<file path="config.mk">
export PLATFORM = sky130hd
export DESIGN_NAME = seg_scan_controller_flat
export DESIGN_NICKNAME = d
export VERILOG_FILES = /design/src/rtl/seg_scan_controller_if.sv /design/src/rtl/seg_scan_controller.sv /design/src/flat_wrapper.sv
export SDC_FILE = /design/constraint.sdc
export NUM_CORES = 1
export LEC_CHECK = 0
export BUFFER_PORTS_ARGS = -buffer_cell sky130_fd_sc_hd__buf_2
export CAP_MARGIN = 25
export CORE_MARGIN = 10
export CORE_UTILIZATION = 56
export DETAILED_ROUTE_END_ITERATION = 12
export PLACE_DENSITY = 0.8
export SYNTH_ARGS = -nofsm -noshare
export SYNTH_HDL_FRONTEND = slang
export SYNTH_SLANG_ARGS = --single-unit
</file>
<file path="constraint.sdc">
create_clock -name clk -period 4.9 [get_ports clk]
set_input_delay 0.98 -clock clk [delete_from_list [all_inputs] [get_ports clk]]
set_output_delay 0.98 -clock clk [all_outputs]
set_load 0.02 [all_outputs]
</file>
<file path="src/rtl/seg_scan_controller_if.sv">
// rtl/seg_scan_controller_if.sv - write/commit port and display outputs of the segment scan controller
// blink_mask is present only when SEG_SCAN_BLINK_EN is defined.
interface seg_scan_controller_if #(
    parameter int NUM_DIGITS = 8
);
    logic                  wr_en;
    logic [3:0]            wr_addr;
    logic [7:0]            wr_code;
    logic                  commit;
    logic                  blank;
`ifdef SEG_SCAN_BLINK_EN
    logic [NUM_DIGITS-1:0] blink_mask;
`endif
    logic                  commit_busy;
    logic                  commit_done;
    logic [7:0]            digit_code;
    logic [NUM_DIGITS-1:0] digit_sel;
    logic                  frame_tick;

`ifdef SEG_SCAN_BLINK_EN
    modport master (
        output wr_en, wr_addr, wr_code, commit, blank, blink_mask,
        input  commit_busy, commit_done, digit_code, digit_sel, frame_tick
    );
    modport slave (
        input  wr_en, wr_addr, wr_code, commit, blank, blink_mask,
        output commit_busy, commit_done, digit_code, digit_sel, frame_tick
    );
`else
    modport master (
        output wr_en, wr_addr, wr_code, commit, blank,
        input  commit_busy, commit_done, digit_code, digit_sel, frame_tick
    );
    modport slave (
        input  wr_en, wr_addr, wr_code, commit, blank,
        output commit_busy, commit_done, digit_code, digit_sel, frame_tick
    );
`endif
endinterface

</file>
<file path="src/rtl/seg_scan_controller.sv">
// rtl/seg_scan_controller.sv - time-multiplexed seven-segment scan controller with double-buffered codes
// Optional per-digit blinking is enabled by defining SEG_SCAN_BLINK_EN.
module seg_scan_controller #(
    parameter int          NUM_DIGITS   = 8,
    parameter int          SCAN_DIV     = 1000,
    parameter int          GUARD_CYC    = 4,
    parameter logic [7:0]  BLANK_CODE   = 8'd34
`ifdef SEG_SCAN_BLINK_EN
    ,
    parameter int          BLINK_FRAMES = 64
`endif
) (
    input  logic                  clk,
    input  logic                  rst_n,
    seg_scan_controller_if.slave  bus
);
    localparam logic [0:0] ST_GUARD = 1'b0;
    localparam logic [0:0] ST_ON    = 1'b1;

    localparam int CNT_MAX = (SCAN_DIV > GUARD_CYC) ? SCAN_DIV : GUARD_CYC;
    localparam int CW      = (CNT_MAX > 1) ? $clog2(CNT_MAX) : 1;
    localparam int IW      = $clog2(NUM_DIGITS);

    localparam logic [CW-1:0] ON_LAST    = CW'(SCAN_DIV - 1);
    localparam logic [CW-1:0] GUARD_LAST = CW'(GUARD_CYC - 1);
    localparam logic [IW-1:0] IDX_LAST   = IW'(NUM_DIGITS - 1);

    logic [0:0]            state_q, state_d;
    logic [CW-1:0]         cnt_q, cnt_d;
    logic [IW-1:0]         idx_q, idx_d;
    logic [7:0]            shadow_q [NUM_DIGITS];
    logic [7:0]            shadow_d [NUM_DIGITS];
    logic [7:0]            active_q [NUM_DIGITS];
    logic [7:0]            active_d [NUM_DIGITS];
    logic [NUM_DIGITS-1:0] digit_sel_q, digit_sel_d;
    logic [7:0]            digit_code_q, digit_code_d;
    logic                  frame_tick_q, frame_tick_d;
    logic                  commit_busy_q, commit_busy_d;
    logic                  commit_done_q, commit_done_d;
    logic                  bnd_next;
    logic                  pending;
    logic                  hide;

`ifdef SEG_SCAN_BLINK_EN
    localparam int BW = (BLINK_FRAMES > 1) ? $clog2(BLINK_FRAMES) : 1;
    localparam logic [BW-1:0] BLINK_LAST = BW'(BLINK_FRAMES - 1);

    logic [BW-1:0] blink_cnt_q, blink_cnt_d;
    logic          blink_phase_q, blink_phase_d;

    always_comb begin
        blink_cnt_d   = blink_cnt_q;
        blink_phase_d = blink_phase_q;
        if (frame_tick_q) begin
            if (blink_cnt_q == BLINK_LAST) begin
                blink_cnt_d   = '0;
                blink_phase_d = ~blink_phase_q;
            end else begin
                blink_cnt_d = blink_cnt_q + BW'(1);
            end
        end
    end

    always_ff @(posedge clk) begin
        if (!rst_n) begin
            blink_cnt_q   <= '0;
            blink_phase_q <= 1'b0;
        end else begin
            blink_cnt_q   <= blink_cnt_d;
            blink_phase_q <= blink_phase_d;
        end
    end
`endif

    // Outputs are registered from the next-state values so they line up with the state they describe.
    always_comb begin
        state_d = state_q;
        cnt_d   = cnt_q + CW'(1);
        idx_d   = idx_q;
        if (state_q == ST_GUARD) begin
            if (cnt_q == GUARD_LAST) begin
                state_d = ST_ON;
                cnt_d   = '0;
            end
        end else if (cnt_q == ON_LAST) begin
            state_d = ST_GUARD;
            cnt_d   = '0;
            idx_d   = (idx_q == IDX_LAST) ? '0 : idx_q + IW'(1);
        end

        bnd_next      = (state_d == ST_ON) && (idx_d == IDX_LAST) && (cnt_d == ON_LAST);
        pending       = commit_busy_q | bus.commit;
        frame_tick_d  = bnd_next;
        commit_done_d = bnd_next & pending;
        commit_busy_d = pending & ~bnd_next;

        hide = bus.blank;
`ifdef SEG_SCAN_BLINK_EN
        hide = hide | (blink_phase_q & bus.blink_mask[idx_d]);
`endif
        digit_sel_d  = '0;
        digit_code_d = BLANK_CODE;
        if (state_d == ST_ON) begin
            digit_sel_d = NUM_DIGITS'(1) << idx_d;
            if (!hide) begin
                digit_code_d = active_q[idx_d];
            end
        end
    end

    // The copy happens at the end of the frame-boundary cycle, so a write in that cycle is not copied.
    always_comb begin
        shadow_d = shadow_q;
        active_d = active_q;
        for (int i = 0; i < NUM_DIGITS; i++) begin
            if (bus.wr_en && (32'(bus.wr_addr) == i)) begin
                shadow_d[i] = bus.wr_code;
            end
        end
        if (commit_done_q) begin
            active_d = shadow_q;
        end
    end

    always_ff @(posedge clk) begin
        if (!rst_n) begin
            state_q       <= ST_GUARD;
            cnt_q         <= '0;
            idx_q         <= '0;
            digit_sel_q   <= '0;
            digit_code_q  <= BLANK_CODE;
            frame_tick_q  <= 1'b0;
            commit_busy_q <= 1'b0;
            commit_done_q <= 1'b0;
            for (int i = 0; i < NUM_DIGITS; i++) begin
                shadow_q[i] <= BLANK_CODE;
                active_q[i] <= BLANK_CODE;
            end
        end else begin
            state_q       <= state_d;
            cnt_q         <= cnt_d;
            idx_q         <= idx_d;
            digit_sel_q   <= digit_sel_d;
            digit_code_q  <= digit_code_d;
            frame_tick_q  <= frame_tick_d;
            commit_busy_q <= commit_busy_d;
            commit_done_q <= commit_done_d;
            shadow_q      <= shadow_d;
            active_q      <= active_d;
        end
    end

    assign bus.digit_sel   = digit_sel_q;
    assign bus.digit_code  = digit_code_q;
    assign bus.frame_tick  = frame_tick_q;
    assign bus.commit_busy = commit_busy_q;
    assign bus.commit_done = commit_done_q;
endmodule

</file>
<file path="src/flat_wrapper.sv">
// flat-port wrapper written by rule: the top's interface ports become plain ports
module seg_scan_controller_flat 
#(
    parameter int          NUM_DIGITS   = 8,
    parameter int          SCAN_DIV     = 1000,
    parameter int          GUARD_CYC    = 4,
    parameter logic [7:0]  BLANK_CODE   = 8'd34

)
  (clk, rst_n, bus_wr_en, bus_wr_addr, bus_wr_code, bus_commit, bus_blank, bus_commit_busy, bus_commit_done, bus_digit_code, bus_digit_sel, bus_frame_tick);
  seg_scan_controller_if #(.NUM_DIGITS(NUM_DIGITS)) bus_i ();
  input  logic clk;
  input  logic rst_n;
  input wire logic [$bits(bus_i.wr_en)-1:0] bus_wr_en;
  input wire logic [$bits(bus_i.wr_addr)-1:0] bus_wr_addr;
  input wire logic [$bits(bus_i.wr_code)-1:0] bus_wr_code;
  input wire logic [$bits(bus_i.commit)-1:0] bus_commit;
  input wire logic [$bits(bus_i.blank)-1:0] bus_blank;
  output wire logic [$bits(bus_i.commit_busy)-1:0] bus_commit_busy;
  output wire logic [$bits(bus_i.commit_done)-1:0] bus_commit_done;
  output wire logic [$bits(bus_i.digit_code)-1:0] bus_digit_code;
  output wire logic [$bits(bus_i.digit_sel)-1:0] bus_digit_sel;
  output wire logic [$bits(bus_i.frame_tick)-1:0] bus_frame_tick;
  assign bus_i.wr_en = bus_wr_en;
  assign bus_i.wr_addr = bus_wr_addr;
  assign bus_i.wr_code = bus_wr_code;
  assign bus_i.commit = bus_commit;
  assign bus_i.blank = bus_blank;
  assign bus_commit_busy = bus_i.commit_busy;
  assign bus_commit_done = bus_i.commit_done;
  assign bus_digit_code = bus_i.digit_code;
  assign bus_digit_sel = bus_i.digit_sel;
  assign bus_frame_tick = bus_i.frame_tick;
  seg_scan_controller #(.NUM_DIGITS(NUM_DIGITS), .SCAN_DIV(SCAN_DIV), .GUARD_CYC(GUARD_CYC), .BLANK_CODE(BLANK_CODE)) u_core (.clk(clk), .rst_n(rst_n), .bus(bus_i));
endmodule
</file>
==> summary.md <==
| Metric | Value |
|---|---|
| Cell Pwr Density | `359.5 mW/mm2` |
| Antenna violations before repair | `0` |
| P_leak | `2.810 nW` |
| Routed WL per cell | `17.82 um` |
| Total CTS buffers | `17` |
| Clock Root Buffer | `clkbuf_16` |
| Layout cell share with drive strength beyond 1 | `0.1444` |
| Port bufs | `35` |
| Hold crit path type | `register to register` |
| Post-DP HPWL | `9.073 mm` |
| Sequential share of power | `0.495` |
| Commonest non-fill, non-tap cells in the layout | `dfxtp_1 (160), mux2i_1 (142), nor2b_1 (102), nand2_1 (42), buf_2 (35)` |
| Crit Path Category | `register to register` |
| IO Count | `36` |
| Final Wtd Congestion | `0.9251` |
| Die H | `128.6 um` |
| Max Slew Vio Count | `0` |
| Avg Inst Size Synth | `10.51 um2` |
| Switch share | `0.2076` |
| Minimum clock period | `2.935 ns` |
| Final WL | `14.28 mm` |
| Clock buffer depth | `2` |
| Iter 0 DRT Violations | `412` |
| Crit end category | `register` |
| Post-Syn Instances | `628` |
| H-tree lvl count | `4` |
| Core area | `0.01147 mm2` |
| First-pass DRT Iterations | `4` |
| HP Start | `u_core.cnt_q[0]` |
| Worst-Margin Slew | `1.075 ns` |
| # hold bufs at CTS | `0` |
| Syn Std Cell Area | `0.006603 mm2` |
| Total number of vias | `4406` |
| Syn_nets | `648` |
| Relative slew margins | `0.2832` |
| Final Skew | `0.005168 ns` |
| Int Power | `2.123 mW` |
| CTS tree | `built` |
| Seq. cell area | `0.003227 mm2` |
| RSZ-0062 raised after global routing | `no` |
| Clock transition at the registers of the reported paths | `0.06 ns` |
| Pre-CTS setup slack | `1.997 ns` |
| Maxcap violations | `0` |
| Leading cell type in the layout, fill and taps excluded | `dfxtp_1` |
| Worst Hold Depth | `1` |
| Crit path arrival time | `3.21 ns` |
| Fillers | `882` |
| Multi-input gate area | `0.003192 mm2` |
| P&R area growth vs syn | `12.85%` |
| VDD IR max | `0.4092 mV` |
| Nets | `666` |
| Die ar. | `0.01653 mm2` |
| Global-route wire length before repair | `22.97 mm` |
| Rows | `39` |
| Worst Path Max Fanout | `17` |
| TritonCTS Sinks | `161` |
| Seq/Total Area, Yosys | `0.4882` |
| Comb pwr share | `0.032` |
| Post-synthesis register bit count | `161` |
| Total grt overflow | `0` |
| Vias per Instance | `5.501` |
| Worst R2R End | `u_core.bus.digit_code[1]` |
| Setup ws final | `1.965 ns` |
| Clock latency on the worst-skew pair | `0.42 ns` |
| R2R depth | `7` |
| Period Utilization, post-route | `0.5990` |
| Post-CTS sizing | `0` |
| Worst Path Required | `5.17 ns` |
| Total GRT Usage | `0.1761` |
| Final setup fails | `0` |
| Final Hold Viols | `0` |
| Sum Neg Setup Slack | `0 ns` |
| CP Launch Type | `register` |
| Post-CTS Setup Inserts | `0` |
| Clock share of power | `0.473` |
| Die Wd | `128.6 um` |
| Status | `complete, no violations` |
| Vias in the first global route | `4424` |
| Fmax | `0.3407 GHz` |
| Distinct cells, synth | `38` |
| Yosys warnings | `0` |
| Largest net degree at the start of global routing | `135` |
| Design Power | `2.679 mW` |
| Remaining DRCs | `0` |
| Reg-to-reg critical path startpoint | `u_core.cnt_q[0]` |
| FF-to-FF setup slack | `1.96 ns` |
| Min-Delay Endpoint | `u_core.cnt_q[0]` |
| Ant. Diodes | `0` |
| Initial core utilization | `0.5758` |
| Final ANT Viol Nets | `0` |
| Psw | `0.5563 mW` |
## cells in the mapped netlist
| cell type | n | area share |
|---|---|---|
| dfxtp_1 | 161 | 0.49 |
| mux2i_1 | 142 | 0.22 |
| nor2b_1 | 102 | 0.097 |
| nand2_1 | 42 | 0.024 |
| nor2_1 | 23 | 0.013 |
| clkbuf_1 | 21 | 0.012 |
| buf_1 | 17 | 0.0097 |
| mux2_2 | 16 | 0.027 |
| a221oi_1 | 11 | 0.015 |
| and3_1 | 11 | 0.010 |
| nand3_1 | 10 | 0.0076 |
| o21ai_0 | 9 | 0.0068 |
| buf_2 | 5 | 0.0038 |
| o21ai_1 | 4 | 0.0030 |
| o221ai_1 | 4 | 0.0053 |
| xnor2_1 | 4 | 0.0053 |
| xor2_1 | 4 | 0.0053 |
| a21oi_1 | 3 | 0.0023 |
| and2_1 | 3 | 0.0028 |
| ha_1 | 3 | 0.0057 |
| nand2b_1 | 3 | 0.0028 |
| nand3b_1 | 3 | 0.0034 |
| nand4_1 | 3 | 0.0028 |
| nor3_1 | 3 | 0.0023 |
| nor3b_1 | 3 | 0.0034 |
| nor4_1 | 3 | 0.0028 |
| buf_6 | 2 | 0.0034 |
| inv_1 | 2 | 0.0011 |
| nand4b_1 | 2 | 0.0027 |
| a21boi_1 | 1 | 0.0011 |
| a31oi_1 | 1 | 0.00095 |
| and4_1 | 1 | 0.0013 |
| mux2i_2 | 1 | 0.0021 |
| mux2i_4 | 1 | 0.0034 |
| nor4b_1 | 1 | 0.0013 |
| nor4bb_4 | 1 | 0.0038 |
| o211ai_1 | 1 | 0.0011 |
| or4_1 | 1 | 0.0011 |
## layout make-up
| class | instances | area share |
|---|---|---|
| Multi-Input combinational cell | 420 | 0.4284 |
| Clock buffer | 23 | 0.06700 |
| Inverter | 2 | 0.001008 |
| Sequential cell | 161 | 0.4331 |
| Clock inverter | 8 | 0.01024 |
| Timing Repair Buffer | 44 | 0.03627 |
| Tap cell | 143 | 0.02401 |
## metal layers
metal / up-vias / GRT usage / share of wire
li1: 2194 / - / -
met1: 2107 / 0.2208 / 0.47
met2: 86 / 0.2854 / 0.47
met3: 19 / 0.05298 / 0.048
met4: 0 / 0.05501 / 0.012
met5: - / 0 / 0
## critical path, stage by stage, from the launching register on
cell and delay [ns]:
dfxtp_1 0.37, ha_1 0.24, and3_1 0.26, and4_1 0.50, mux2i_4 0.83, mux2_2 0.42, nand3_1 0.08, nand4b_1 0.09
## state kept, by name, summed over array words and instances (netlist names)
register / flops
u_core.active_q: 64
u_core.bus.commit_busy: 1
u_core.bus.commit_done: 1
u_core.bus.digit_code: 8
u_core.bus.digit_sel: 8
u_core.bus.frame_tick: 1
u_core.cnt_q: 10
u_core.idx_q: 3
u_core.shadow_q: 64
u_core.state_q: 1
## cell families (layout without fill, tap and decap cells)
| kind of cell | after synthesis | count (layout) | synth area share |
|---|---|---|---|
| flops | 161 | 161 | 0.4882 |
| mux | 160 | 160 | 0.2481 |
| buf+inv | 47 | 77 | 0.02994 |
| compound gates | 34 | 34 | 0.03525 |
| xor+xnor | 8 | 8 | 0.01061 |
| fa+ha+maj | 3 | 3 | 0.005686 |
| simple gates | 215 | 215 | 0.1823 |
## stage by stage
stage / instance area [um2] / hold slack (ns) / util / std cells
floorplan: 6603 / 0.4294 / - / 628
global placement: 6818 / 0.4426 / 0.5945 / 766
detailed placement: 6829 / 0.4526 / 0.5955 / 767
CTS: 7405 / 0.4658 / 0.6457 / 798
global route: 7451 / 0.4825 / 0.6498 / 801
finish: 7451 / 0.4644 / 0.6498 / 801
## power groups by stage
stage | Sequential, mW | Combinational, mW | Clock, mW
after floorplan | 1.36 | 0.0590 | 0
after global placement | 1.36 | 0.0803 | 0
after detailed placement | 1.36 | 0.0827 | 0
after CTS | 1.33 | 0.0832 | 1.29
after global routing | 1.33 | 0.0931 | 1.35
final | 1.33 | 0.0856 | 1.27
## worst max path at each step
stage	from	end	depth (start not counted)
2_1_floorplan	u_core.cnt_q[0]	u_core.bus.digit_code[2]	9
3_3_place_gp	bus_wr_addr[3]	u_core.shadow_q[37]	5
3_5_place_dp	u_core.cnt_q[0]	u_core.bus.digit_code[5]	7
4_1_cts	u_core.cnt_q[0]	u_core.bus.digit_code[5]	7
5_1_grt	u_core.cnt_q[0]	u_core.bus.digit_code[5]	7
6_report	u_core.cnt_q[0]	u_core.bus.digit_code[1]	7
Note: power is estimated with default switching activity, not from simulation.
